**config.mk**
```make
export PLATFORM = sky130hd
export DESIGN_NAME = multi_button_control
export DESIGN_NICKNAME = d
export VERILOG_FILES = /design/src/rtl/voting_pkg.sv /design/src/rtl/button_channel.sv /design/src/rtl/multi_button_control.sv
export SDC_FILE = /design/constraint.sdc
export NUM_CORES = 1
export LEC_CHECK = 0
export CAP_MARGIN = 20
export CORE_MARGIN = 2
export CORE_UTILIZATION = 30
export DETAILED_ROUTE_END_ITERATION = 12
export PLACE_DENSITY = 0.46
export SLEW_MARGIN = 20
export SYNTH_ARGS = -nofsm -noshare
export SYNTH_HDL_FRONTEND = slang
export SYNTH_HIERARCHICAL = 1
export SYNTH_SLANG_ARGS = --single-unit
```
**constraint.sdc**
```tcl
create_clock -name clock -period 4.1 [get_ports clock]
set_input_delay 0.82 -clock clock [delete_from_list [all_inputs] [get_ports clock]]
set_output_delay 0.82 -clock clock [all_outputs]
set_load 0.05 [all_outputs]
```
**src/rtl/voting_pkg.sv**
```systemverilog
// Shared types and helpers for the multi-button voting controller.
package voting_pkg;

    typedef enum logic [1:0] {
        IDLE         = 2'd0,
        LOCKOUT      = 2'd1,
        WAIT_RELEASE = 2'd2
    } arb_state_t;

    // Index/counter width that never collapses to zero bits.
    function automatic int vote_id_width(input int n);
        return (n <= 2) ? 1 : $clog2(n);
    endfunction

endpackage

```
**src/rtl/button_channel.sv**
```systemverilog
// One button input: two-flop synchroniser, debounce filter and long-press hold counter.
module button_channel #(
    parameter int DEBOUNCE_CYCLES   = 500,
    parameter int LONG_PRESS_CYCLES = 11
) (
    input  logic clock,
    input  logic reset,
    input  logic button_raw,
    output logic debounced,
    output logic pressed_level,
    output logic qualify
);

    localparam int DBW = $clog2(DEBOUNCE_CYCLES + 1);
    localparam int HW  = $clog2(LONG_PRESS_CYCLES + 1);
    localparam logic [DBW-1:0] DB_TC     = DBW'(DEBOUNCE_CYCLES);
    localparam logic [HW-1:0]  HOLD_MAX  = HW'(LONG_PRESS_CYCLES);
    localparam logic [HW-1:0]  HOLD_QUAL = HW'(LONG_PRESS_CYCLES - 1);

    logic           sync_meta;
    logic           sync_q;
    logic [DBW-1:0] db_cnt;
    logic [HW-1:0]  hold_cnt;

    always_ff @(posedge clock or negedge reset) begin
        if (!reset) begin
            sync_meta     <= 1'b0;
            sync_q        <= 1'b0;
            db_cnt        <= '0;
            debounced     <= 1'b0;
            hold_cnt      <= '0;
            pressed_level <= 1'b0;
        end else begin
            sync_meta     <= button_raw;
            sync_q        <= sync_meta;
            pressed_level <= debounced;

            if (sync_q == debounced) begin
                db_cnt <= '0;
            end else if (db_cnt == DB_TC) begin
                debounced <= sync_q;
                db_cnt    <= '0;
            end else begin
                db_cnt <= db_cnt + DBW'(1);
            end

            // Saturating hold count so a held button qualifies only once.
            if (!debounced) begin
                hold_cnt <= '0;
            end else if (hold_cnt != HOLD_MAX) begin
                hold_cnt <= hold_cnt + HW'(1);
            end
        end
    end

    assign qualify = debounced && (hold_cnt == HOLD_QUAL);

endmodule

```
**src/rtl/multi_button_control.sv**
```systemverilog
// Voting controller: per-button qualification plus single-vote arbitration with lockout.
//
// state        | meaning
// IDLE         | election open, waiting for a qualified press
// LOCKOUT      | dead time after an accepted vote
// WAIT_RELEASE | waiting until every debounced button is released
module multi_button_control
    import voting_pkg::*;
#(
    parameter int NUM_CHANNELS      = 4,
    parameter int DEBOUNCE_CYCLES   = 500,
    parameter int LONG_PRESS_CYCLES = 11,
    parameter int LOCKOUT_CYCLES    = 16
) (
    input  logic                                     clock,
    input  logic                                     reset,
    input  logic                                     enable,
    input  logic [NUM_CHANNELS-1:0]                  button_raw,
    output logic                                     vote_valid,
    output logic [vote_id_width(NUM_CHANNELS)-1:0]   vote_id,
    output logic [NUM_CHANNELS-1:0]                  pressed_level,
    output logic                                     conflict,
    output logic                                     busy
);

    localparam int IDW = vote_id_width(NUM_CHANNELS);
    localparam int LW  = vote_id_width(LOCKOUT_CYCLES);
    localparam logic [LW-1:0] LOCK_LOAD = LW'(LOCKOUT_CYCLES - 1);

    logic [NUM_CHANNELS-1:0] debounced;
    logic [NUM_CHANNELS-1:0] qualify;
    logic                    sole_qual;
    logic [IDW-1:0]          qual_id;
    arb_state_t              state;
    logic [LW-1:0]           lock_cnt;

    for (genvar ch = 0; ch < NUM_CHANNELS; ch++) begin : g_channel
        button_channel #(
            .DEBOUNCE_CYCLES  (DEBOUNCE_CYCLES),
            .LONG_PRESS_CYCLES(LONG_PRESS_CYCLES)
        ) u_channel (
            .clock        (clock),
            .reset        (reset),
            .button_raw   (button_raw[ch]),
            .debounced    (debounced[ch]),
            .pressed_level(pressed_level[ch]),
            .qualify      (qualify[ch])
        );
    end

    // A vote is clean only if the qualifying button is the sole one held down.
    always_comb begin
        qual_id = '0;
        for (int i = 0; i < NUM_CHANNELS; i++) begin
            if (qualify[i]) begin
                qual_id = IDW'(i);
            end
        end
        sole_qual = $onehot(qualify) && ((debounced & ~qualify) == '0);
    end

    always_ff @(posedge clock or negedge reset) begin
        if (!reset) begin
            state      <= IDLE;
            lock_cnt   <= '0;
            vote_valid <= 1'b0;
            vote_id    <= '0;
            conflict   <= 1'b0;
            busy       <= 1'b0;
        end else begin
            vote_valid <= 1'b0;
            conflict   <= 1'b0;
            case (state)
                IDLE: begin
                    if (enable && (qualify != '0)) begin
                        busy <= 1'b1;
                        if (sole_qual) begin
                            vote_valid <= 1'b1;
                            vote_id    <= qual_id;
                            lock_cnt   <= LOCK_LOAD;
                            state      <= LOCKOUT;
                        end else begin
                            conflict <= 1'b1;
                            state    <= WAIT_RELEASE;
                        end
                    end
                end
                LOCKOUT: begin
                    if (lock_cnt == '0) begin
                        state <= WAIT_RELEASE;
                    end else begin
                        lock_cnt <= lock_cnt - LW'(1);
                    end
                end
                WAIT_RELEASE: begin
                    if (debounced == '0) begin
                        state <= IDLE;
                        busy  <= 1'b0;
                    end
                end
                default: begin
                    state <= IDLE;
                    busy  <= 1'b0;
                end
            endcase
        end
    end

endmodule
```
==> results.ini <==
[run_status]
status = complete, no violations

[logic_synthesis]
syn-instance-count = 379
syn_nets = 407
syn_avg_cell_area_um2 = 10.7
async_flop_share = 1.00
synth_edf_count = 0
yosysSeqAreaShare = 0.487
synth_cell_type_count = 44
yosys.area.top_type = dfrtp_1
syn-cell-area_mm2 = 0.00406
synthFlopType = dfrtp_1
yosys.area.top_type_share = 0.487
ys_warn_count = 6
synth_area_leaders = dfrtp_1 (49%), ha_1 (6.2%), xnor2_1 (4.3%)
ys_seq_elements = 79

[setup_path]
startpoint = g_channel[1].u_channel/hold_cnt[0]
crit_type = register to register
critical-path-max-stage-delay_ps = 500
critPathLaunchType = register
crit_chain = inv_1 > ha_1 > and4b_1 > inv_1 > fa_1 > inv_1 > ha_1 > ha_1 > nor3b_1 > a211oi_2 > o41ai_2
r2r_start = g_channel[1].u_channel/hold_cnt[0]
required_ps = 4340
crit_path_max_fanout = 5
cp-end-kind = register
crit_path_top_delay_cell = fa_1
cp.arrival_ps = 3300

[cells_and_area]
drive_gt1_frac = 0.107
diodes = 0
multi_input_area_mm2 = 0.00192
area_delta_synth_final_pct = 15.8
finalNetCount = 425
seqCellArea_mm2 = 0.00198
fill_cells = 1327
final_area_mm2 = 0.00470

[global_routing]
antenna_found_initial = 0
grt_pass1_vias = 2734
grt.total_usage = 0.112
grt-ovfl-total = 0
grt_pass1_wl_um = 12900
grt_max_degree = 80

[route]
drtPass1Iterations = 4
via_per_inst = 4.72
vias = 2730
drt-initial-drc-count = 230
dr.max_layer_used = met4
drt-met1-wl_um = 3640
dr_wl_met2_um = 3190
wl_met3_um = 198
wl_per_cell_um = 12.5
antenna_left = 0
routed_wl_um = 7220
drc = 0

[timing]
fin_tns_setup_ps = 0
fin_crit_sh = 0.748
max_slew_margin = 0.523
setup_slack_ps = 1030
clock.fmax_ghz = 0.326
grt_setup_unrepaired = false
skew_ps = 5.69
final-max-slew-violation-count = 0
period_minus_slack_ps = 3070
finalSetupViolCount = 0
finalHoldViolCount = 0
hold_slack_ps = 348
worst-slew-pin-transition_ps = 716

[min_path]
hp-class = register to register
hp-start = g_channel[3].u_channel/sync_meta

[place]
dp_slack_ps = 1020
placed_area_mm2 = 0.00438
hpwl_um = 4930
io_buffer_count = 15
gp_congestion = 0.739

[floorplanning]
core_mm2 = 0.0132
die_y_um = 120
io_pins = 16
dieArea_mm2 = 0.0145
core.rowCount = 42
die_w_um = 120
initial_core_util = 0.306

[clock_network]
path_clk_slew_ps = 60
htreeDepth = 3
clkLatencyLatePin_ps = 340
cts.path.max_buffers = 2
cts.sink_count = 79
cts_resized = 0
cts_buffers = 9
cts_setup_buffers = 0
root_buffer = clkbuf_16
cts_tree = built
cts_hold_buf = 0

[run]
maxCapViolCount = 0

[pwr]
power_mw = 1.70
powerDensity_mw_per_mm2 = 362
peakVddDrop_mv = 0.185
p_leak_nw = 1.98

## layout by cell type, fill, tap and decap left out, drive strengths merged, types with 9 or more instances in the layout
cell	synthesis	routed
dfrtp	79	79
inv	31	31
nand2	28	28
nor2	22	22
nand3	21	21
ha	20	20
xnor2	20	20
and2	17	17
clkdlybuf4s50	0	14
a21oi	13	13
or3	13	13
clkbuf	0	13
o21ai	12	12
mux2i	9	9
a211oi	9	9
## worst paths after layout
check,slack (ps),endpoint,depth (start not counted)
worst max-delay path,1030,lock_cnt[2],11
worst min-delay path,350,g_channel[3].u_channel/sync_q,0
worst max register to register,1030,lock_cnt[2],11
worst min register to register,350,g_channel[3].u_channel/sync_q,0
max in group asynchronous,3090,g_channel[1].u_channel/db_cnt[7],1
min in group asynchronous,510,g_channel[3].u_channel/db_cnt[6],1
## cell families (layout without fill, tap and decap cells)
group                      Yosys count  count (layout)  share of synthesized area
buffers and inverters               39              62                     0.0386
xor gates and xnor gates            24              24                     0.0518
adders and majority gates           21              21                     0.0666
and+or+nand+nor                    141             141                      0.199
AOI/OAI and AO/OA                   61              61                      0.120
DFF                                 79              79                      0.487
muxes                               14              14                     0.0361
## per-stage QoR
step,utilization,std cells
4_1_cts,0.354,578
6_report,0.355,578
2_1_floorplan,-,379
3_3_place_gp,0.331,562
3_5_place_dp,0.331,562
5_1_grt,0.355,578
## worst max-delay path, delay by kind of cell (launching register included)
| kind | cells | cell delay [ps] |
|---|---|---|
| buffers and inverters | 3 | 240 |
| flip-flops | 1 | 390 |
| adder cells (fa/ha/maj) | 4 | 1080 |
| AO/OA/AOI/OAI | 2 | 550 |
| AND/OR/NAND/NOR | 2 | 700 |
## where the power goes
part	switching (mW)	internal, mW
Clock	0.304	0.519
Combinational	0.0394	0.0252
Sequential	0.0187	0.795
## registers in the layout, indices dropped and copies added, names as in the netlist
register and cells:
g_channel.u_channel/hold_cnt 16, g_channel.u_channel/sync_q 4, g_channel.u_channel/sync_meta 4, busy 1, vote_id 2, g_channel.u_channel/db_cnt 36, state 2, lock_cnt 4
g_channel.u_channel/pressed_level 4, g_channel.u_channel/debounced 4, vote_valid 1, conflict 1
## layout make-up
type | count | share of cell area
Clock buffer | 13 | 0.0575
Timing Repair Buffer | 15 | 0.0322
Inverter | 31 | 0.0248
Clock inverter | 3 | 0.00852
Tap cell | 176 | 0.0469
Sequential cell | 79 | 0.421
Multi-Input combinational cell | 261 | 0.409
## Yosys cell counts (2+ instances only)
master / number
dfrtp_1: 79
inv_1: 30
nand2_1: 28
nor2_1: 22
ha_1: 20
xnor2_1: 20
and2_1: 17
nand3_1: 16
a21oi_1: 13
or3_1: 13
o21ai_0: 12
mux2i_1: 9
a211oi_1: 8
buf_2: 8
nand3b_1: 8
nor2b_1: 7
nand3_2: 5
nor3_1: 5
a311o_2: 4
and4_2: 4
and4b_1: 4
mux2_2: 4
nand4_1: 4
o211a_1: 4
o311ai_0: 4
o31ai_2: 4
o41ai_1: 4
xor2_1: 4
nor3b_1: 3
o31ai_1: 2
## metal layers
layer	vias up	track usage
li1	1369	-
met1	1324	0.146
met2	25	0.169
met3	12	0.0241
met4	0	0.0698
met5	-	0
(Power assumes the default switching activity.)
==> RTL edit 1, RTL diff (same flow settings) <==
`LONG_PRESS_CYCLES` is set to 11 in 2 places; all go to 10.
--- a/src/rtl/button_channel.sv
+++ b/src/rtl/button_channel.sv
@@ -1,7 +1,7 @@
 // One button input: two-flop synchroniser, debounce filter and long-press hold counter.
 module button_channel #(
     parameter int DEBOUNCE_CYCLES   = 500,
-    parameter int LONG_PRESS_CYCLES = 11
+    parameter int LONG_PRESS_CYCLES = 10
 ) (
     input  logic clock,
     input  logic reset,
--- a/src/rtl/multi_button_control.sv
+++ b/src/rtl/multi_button_control.sv
@@ -9,7 +9,7 @@
 #(
     parameter int NUM_CHANNELS      = 4,
     parameter int DEBOUNCE_CYCLES   = 500,
-    parameter int LONG_PRESS_CYCLES = 11,
+    parameter int LONG_PRESS_CYCLES = 10,
     parameter int LOCKOUT_CYCLES    = 16
 ) (
     input  logic                                     clock,
Function: no difference found for any inputs over 10 cycles, from zero or initial values and one cycle with reset low; that may be too few to reach the edited logic, so the function may still have changed.
==> RTL edit 1 against the unedited design <==
  * Synthesized cell count increased by 3.2%
  * Area after synthesis increased by 1.7%
  * Sequential cell count unchanged
  * Worst setup slack improved by 0.060 ns
  * Die area increased by 1.7%
  * Highest routed layer unchanged
  * Wire length increased by 3.5%
  * Power increased by 5.8%
  * Cell area increased by 2.6%
  * Worst hold slack improved by 0.00063 ns
==> RTL edit 1: results (changes against the unedited design) <==
metric,value,unit,change
nets,446,,was 425
crit-reg2reg-capture,vote_id[0],,was lock_cnt[2]
syn-num-nets,423,,was 407
avgViaCountPerCell,4.70,,was 4.72
first_pass_iters,5,,was 4
worstPathMaxFanout,5,,unchanged
critical_path.top_delay_family,adder cells,,unchanged
outcome,"complete, no violations",,unchanged
timing.rr.start,g_channel[1].u_channel/hold_cnt[1],,was g_channel[1].u_channel/hold_cnt[0]
swShare,20.7,%,was 21.3%
crit_arrival,3.23,ns,was 3.30 ns
irDropWorstVdd,0.156,mV,was 0.185 mV
synth-seq-area-share,47.9,%,was 48.7%
ys_top_cells_by_count,"79 x dfrtp_1, 36 x nand2_1, 30 x inv_1",,"was 79 x dfrtp_1, 30 x inv_1, 28 x nand2_1"
wl_met2,3.45,mm,was 3.19 mm
max-slew-margin-rel,50.5,%,was 52.3%
met3WireLength,222,um,was 198 um
postSynthCellCount,391,,was 379
worst_min_path_start,g_channel[1].u_channel/sync_meta,,was g_channel[3].u_channel/sync_meta
post_place_setup_slack,1.08,ns,was 1.02 ns
synth_cell_type_count,47,,was 44
place_hpwl,5.22,mm,was 4.93 mm
largest_net_degree_at_the_start_of_global_routing,57,,was 80
grt.total_usage,12.0,%,was 11.2%
gr-usage-met1,15.4,%,was 14.6%
finalWirelength,7.48,mm,was 7.22 mm
power.static_leakage,2.01,nW,was 1.98 nW
max_freq,333,MHz,was 326 MHz
hold_end,g_channel[1].u_channel/sync_q,,was g_channel[3].u_channel/sync_q
place_congestion,0.730,,was 0.739
drt_iter0_drc,172,,was 230
grt.met3_usage,2.91,%,was 2.41%
timing.clock.skew,0.00557,ns,was 0.00569 ns
wl_per_cell,12.6,um,was 12.5 um
final.hold.worst_slack,0.349,ns,was 0.348 ns
yosys-top-cells-area,"dfrtp_1 48%, ha_1 7.3%, nand2_1 3.3%",,"was dfrtp_1 49%, ha_1 6.2%, xnor2_1 4.3%"
met1_length,3.62,mm,was 3.64 mm
RTL edit 1: worst max path at each step:
stage,start,end,depth (start not counted)
2_1_floorplan,g_channel[1].u_channel/hold_cnt[1],vote_id[0],11
3_3_place_gp,g_channel[1].u_channel/hold_cnt[1],vote_id[0],11
3_5_place_dp,g_channel[1].u_channel/hold_cnt[1],vote_id[0],11
4_1_cts,g_channel[1].u_channel/hold_cnt[1],vote_id[0],11
5_1_grt,g_channel[3].u_channel/debounced,lock_cnt[1],9
6_report,g_channel[1].u_channel/hold_cnt[1],vote_id[0],11
RTL edit 1: stage by stage:
step | area, um^2 | power (mW)
3_3_place_gp | 4470 | 0.889
3_5_place_dp | 4470 | 0.890
5_1_grt | 4820 | 1.89
4_1_cts | 4820 | 1.84
2_1_floorplan | 4130 | 0.856
6_report | 4820 | 1.80
RTL edit 1: power by group through the flow:
stage	sequential (mW)	combinational [mW]	clock, mW
after floorplan	0.821	0.0343	0
after global placement	0.825	0.0643	0
after detailed placement	0.825	0.0647	0
after CTS	0.811	0.0651	0.965
after global routing	0.814	0.0736	0.999
final	0.811	0.0620	0.927
RTL edit 1: cell type report:
type	count	area, um^2
clock buffer	10	239
clock inverter	6	108
fill	1343	8530
inverter	31	116
multi-input combinational	277	2000
sequential	79	1980
tap	176	220
timing repair buffer	16	155
RTL edit 1: logic make-up (layout without fill, tap and decap cells):
logic type                 after synthesis  in the layout  synth area share, %
DFF                                     79             79                 47.9
adders and majority gates               25             25                 7.76
and+or+nand+nor                        153            153                 21.6
muxes                                    6              6                 1.61
AOI/OAI and AO/OA                       73             73                 12.6
xor gates and xnor gates                20             20                 4.97
buffers and inverters                   35             63                 3.55
==> RTL edit 2, RTL diff (same settings) <==
Without the edit above. Put a register stage on the output `pressed_level`, with the module's reset. The value now appears one clock later. The other outputs are not delayed to match.
--- a/src/rtl/multi_button_control.sv
+++ b/src/rtl/multi_button_control.sv
@@ -27,6 +27,8 @@
     localparam int LW  = vote_id_width(LOCKOUT_CYCLES);
     localparam logic [LW-1:0] LOCK_LOAD = LW'(LOCKOUT_CYCLES - 1);
 
+    logic [NUM_CHANNELS-1:0] pressed_level_d;
+
     logic [NUM_CHANNELS-1:0] debounced;
     logic [NUM_CHANNELS-1:0] qualify;
     logic                    sole_qual;
@@ -43,7 +45,7 @@
             .reset        (reset),
             .button_raw   (button_raw[ch]),
             .debounced    (debounced[ch]),
-            .pressed_level(pressed_level[ch]),
+            .pressed_level(pressed_level_d[ch]),
             .qualify      (qualify[ch])
         );
     end
@@ -106,4 +108,12 @@
         end
     end
 
+    always_ff @(posedge clock or negedge reset) begin
+        if (!reset) begin
+            pressed_level <= '0;
+        end else begin
+            pressed_level <= pressed_level_d;
+        end
+    end
+
 endmodule
Check against the original RTL: no difference found for any inputs over 10 cycles, from zero or initial values and one cycle with reset low; that may be too few to reach the edited logic, so the function may still have changed.
==> RTL edit 2 against the unedited design <==
  * Worst setup slack got worse by 0.069 ns
  * Cell area increased by 5.0%
  * Worst hold slack about the same
  * Area after synthesis increased by 3.6%
  * Global-route usage is 0.62 points higher
  * Cell count rose by 3.1%
  * Count of clock-buffer cells in the layout down 1
  * Wire length grew 5.9%
  * Sequential cell count rose by 4
  * Fmax is 2.2% lower
  * Core utilization grew 0.32 points
  * Clock power grew 17%
  * Power increased by 10%
  * Die area is 3.5% higher
==> RTL edit 2: results (changes against the unedited design) <==
metric,value,unit,change
outcome,"complete, no violations",,unchanged
wl_per_cell,12.8,um,was 12.5 um
synth-seq-area-share,49.4,%,was 48.7%
syn-mean-instance-area,10.7,um^2,about the same
synth_cell_type_count,52,,was 44
syn-num-nets,419,,was 407
timing.clock.skew,0.00609,ns,was 0.00569 ns
post-place-cells,579,,was 562
irDropWorstVdd,0.162,mV,was 0.185 mV
power.static_leakage,2.06,nW,was 1.98 nW
grt_antenna_before_repair,0,,unchanged
grt.total_usage,11.8,%,was 11.2%
reg2reg_depth,12,,was 11
worst_path_largest_cell_delay,0.56,ns,was 0.50 ns
vias_in_the_first_global_route,2870,,"was 2,734"
largest_net_degree_at_the_start_of_global_routing,77,,was 80
final-max-slew-violation-count,0,,unchanged
hold_class,reg2reg,,unchanged
post_cts_resized,0,,unchanged
max-slew-margin-rel,46.0,%,was 52.3%
first_pass_grt_wire_length,13.8,mm,was 12.9 mm
ys_warn_count,6,,unchanged
crit_arrival,3.36,ns,was 3.30 ns
yosys-top-cells-area,"dfrtp_1 49%, ha_1 6.0%, xnor2_1 4.4%",,"was dfrtp_1 49%, ha_1 6.2%, xnor2_1 4.3%"
finish.cell_count_without_fillers,596,,was 578
ctsLongestPathBuffers,2,,unchanged
vias,2824,,"was 2,730"
place_hpwl,5.27,mm,was 4.93 mm
layout-drive-gt1-share,11.8,%,was 10.7%
postPlaceCellArea,0.00454,mm^2,was 0.00438 mm^2
insertedDiodeCount,0,,unchanged
place_congestion,0.750,,was 0.739
worstPathMaxFanout,4,,was 5
nets,439,,was 425
cts.repair_timing.setup_buffer_count,0,,unchanged
postSynth.asyncResetShare,100,%,unchanged
cts-root-buf,clkbuf_16,,unchanged
ys_top_cells_by_count,"83 x dfrtp_1, 33 x inv_1, 25 x nand2_1",,"was 79 x dfrtp_1, 30 x inv_1, 28 x nand2_1"
largest_registers,"g_channel.u_channel/db_cnt (36), g_channel.u_channel/hold_cnt (16)",,unchanged
swShare,19.9,%,was 21.3%
drt_iter0_drc,140,,was 230
[RTL edit 2: metal layers]
| metal | GRT usage (%) | vias up | routed length [um] |
|---|---|---|---|
| li1 | - | 1414 | - |
| met1 | 15.9 | 1381 | 3810 |
| met2 | 17.5 | 18 | 3440 |
| met3 | 2.37 | 11 | 173 |
| met4 | 7.11 | 0 | 218 |
| met5 | 0 | - | 0 |
[RTL edit 2: logic make-up after synthesis]
| group | count (synthesis) | share of synthesized area (%) |
|---|---|---|
| AO/OA/AOI/OAI | 67 | 11.9 |
| multiplexers | 14 | 3.57 |
| flip-flops | 83 | 49.4 |
| buffers and inverters | 42 | 3.99 |
| AND/OR/NAND/NOR | 139 | 19.4 |
| XOR/XNOR | 25 | 5.21 |
| adder cells (fa/ha/maj) | 21 | 6.43 |
[RTL edit 2: worst max-delay path: cells and delay by family, from the launching register on]
| kind | cells | cell delay (ns) |
|---|---|---|
| mux | 1 | 0.32 |
| buf+inv | 3 | 0.29 |
| compound gates | 1 | 0.22 |
| fa+ha+maj | 4 | 1.15 |
| simple gates | 3 | 0.64 |
| flops | 1 | 0.40 |
[RTL edit 2: power groups by stage]
| stage | logic (mW) | registers [mW] | clock network (mW) |
|---|---|---|---|
| after floorplan | 0.0330 | 0.861 | 0 |
| after global placement | 0.0639 | 0.864 | 0 |
| after detailed placement | 0.0637 | 0.865 | 0 |
| after CTS | 0.0643 | 0.849 | 0.997 |
| after global routing | 0.0771 | 0.851 | 1.03 |
| final | 0.0650 | 0.850 | 0.961 |
[RTL edit 2: area by class of cell]
class / count / area, um^2
Tap cell: 180 / 225
Clock inverter: 4 / 95.1
Fill cell: 1394 / 8840
Sequential cell: 83 / 2080
Timing Repair Buffer: 17 / 183
Clock buffer: 12 / 267
Multi-Input combinational cell: 266 / 1960
Inverter: 34 / 128
[RTL edit 2: path summary, 6_finish.rpt]
check / start / to / slack [ns]
worst min register to register: g_channel[0].u_channel/sync_meta / g_channel[0].u_channel/sync_q / 0.35
min in group asynchronous: reset / g_channel[2].u_channel/db_cnt[4] / 0.36
max in group asynchronous: reset / g_channel[0].u_channel/db_cnt[4] / 3.00
worst min-delay path: g_channel[0].u_channel/sync_meta / g_channel[0].u_channel/sync_q / 0.35
worst max register to register: g_channel[0].u_channel/hold_cnt[0] / vote_id[0] / 0.97
worst max-delay path: g_channel[0].u_channel/hold_cnt[0] / vote_id[0] / 0.97
[RTL edit 2: per-stage QoR]
stage | utilization, % | setup WS, ns | total power, mW
global route | 35.8 | 0.760 | 1.96
detailed placement | 33.0 | 0.966 | 0.929
CTS | 35.6 | 0.958 | 1.91
finish | 35.8 | 0.966 | 1.88
floorplan | - | 1.18 | 0.894
global placement | 33.0 | 1.04 | 0.928
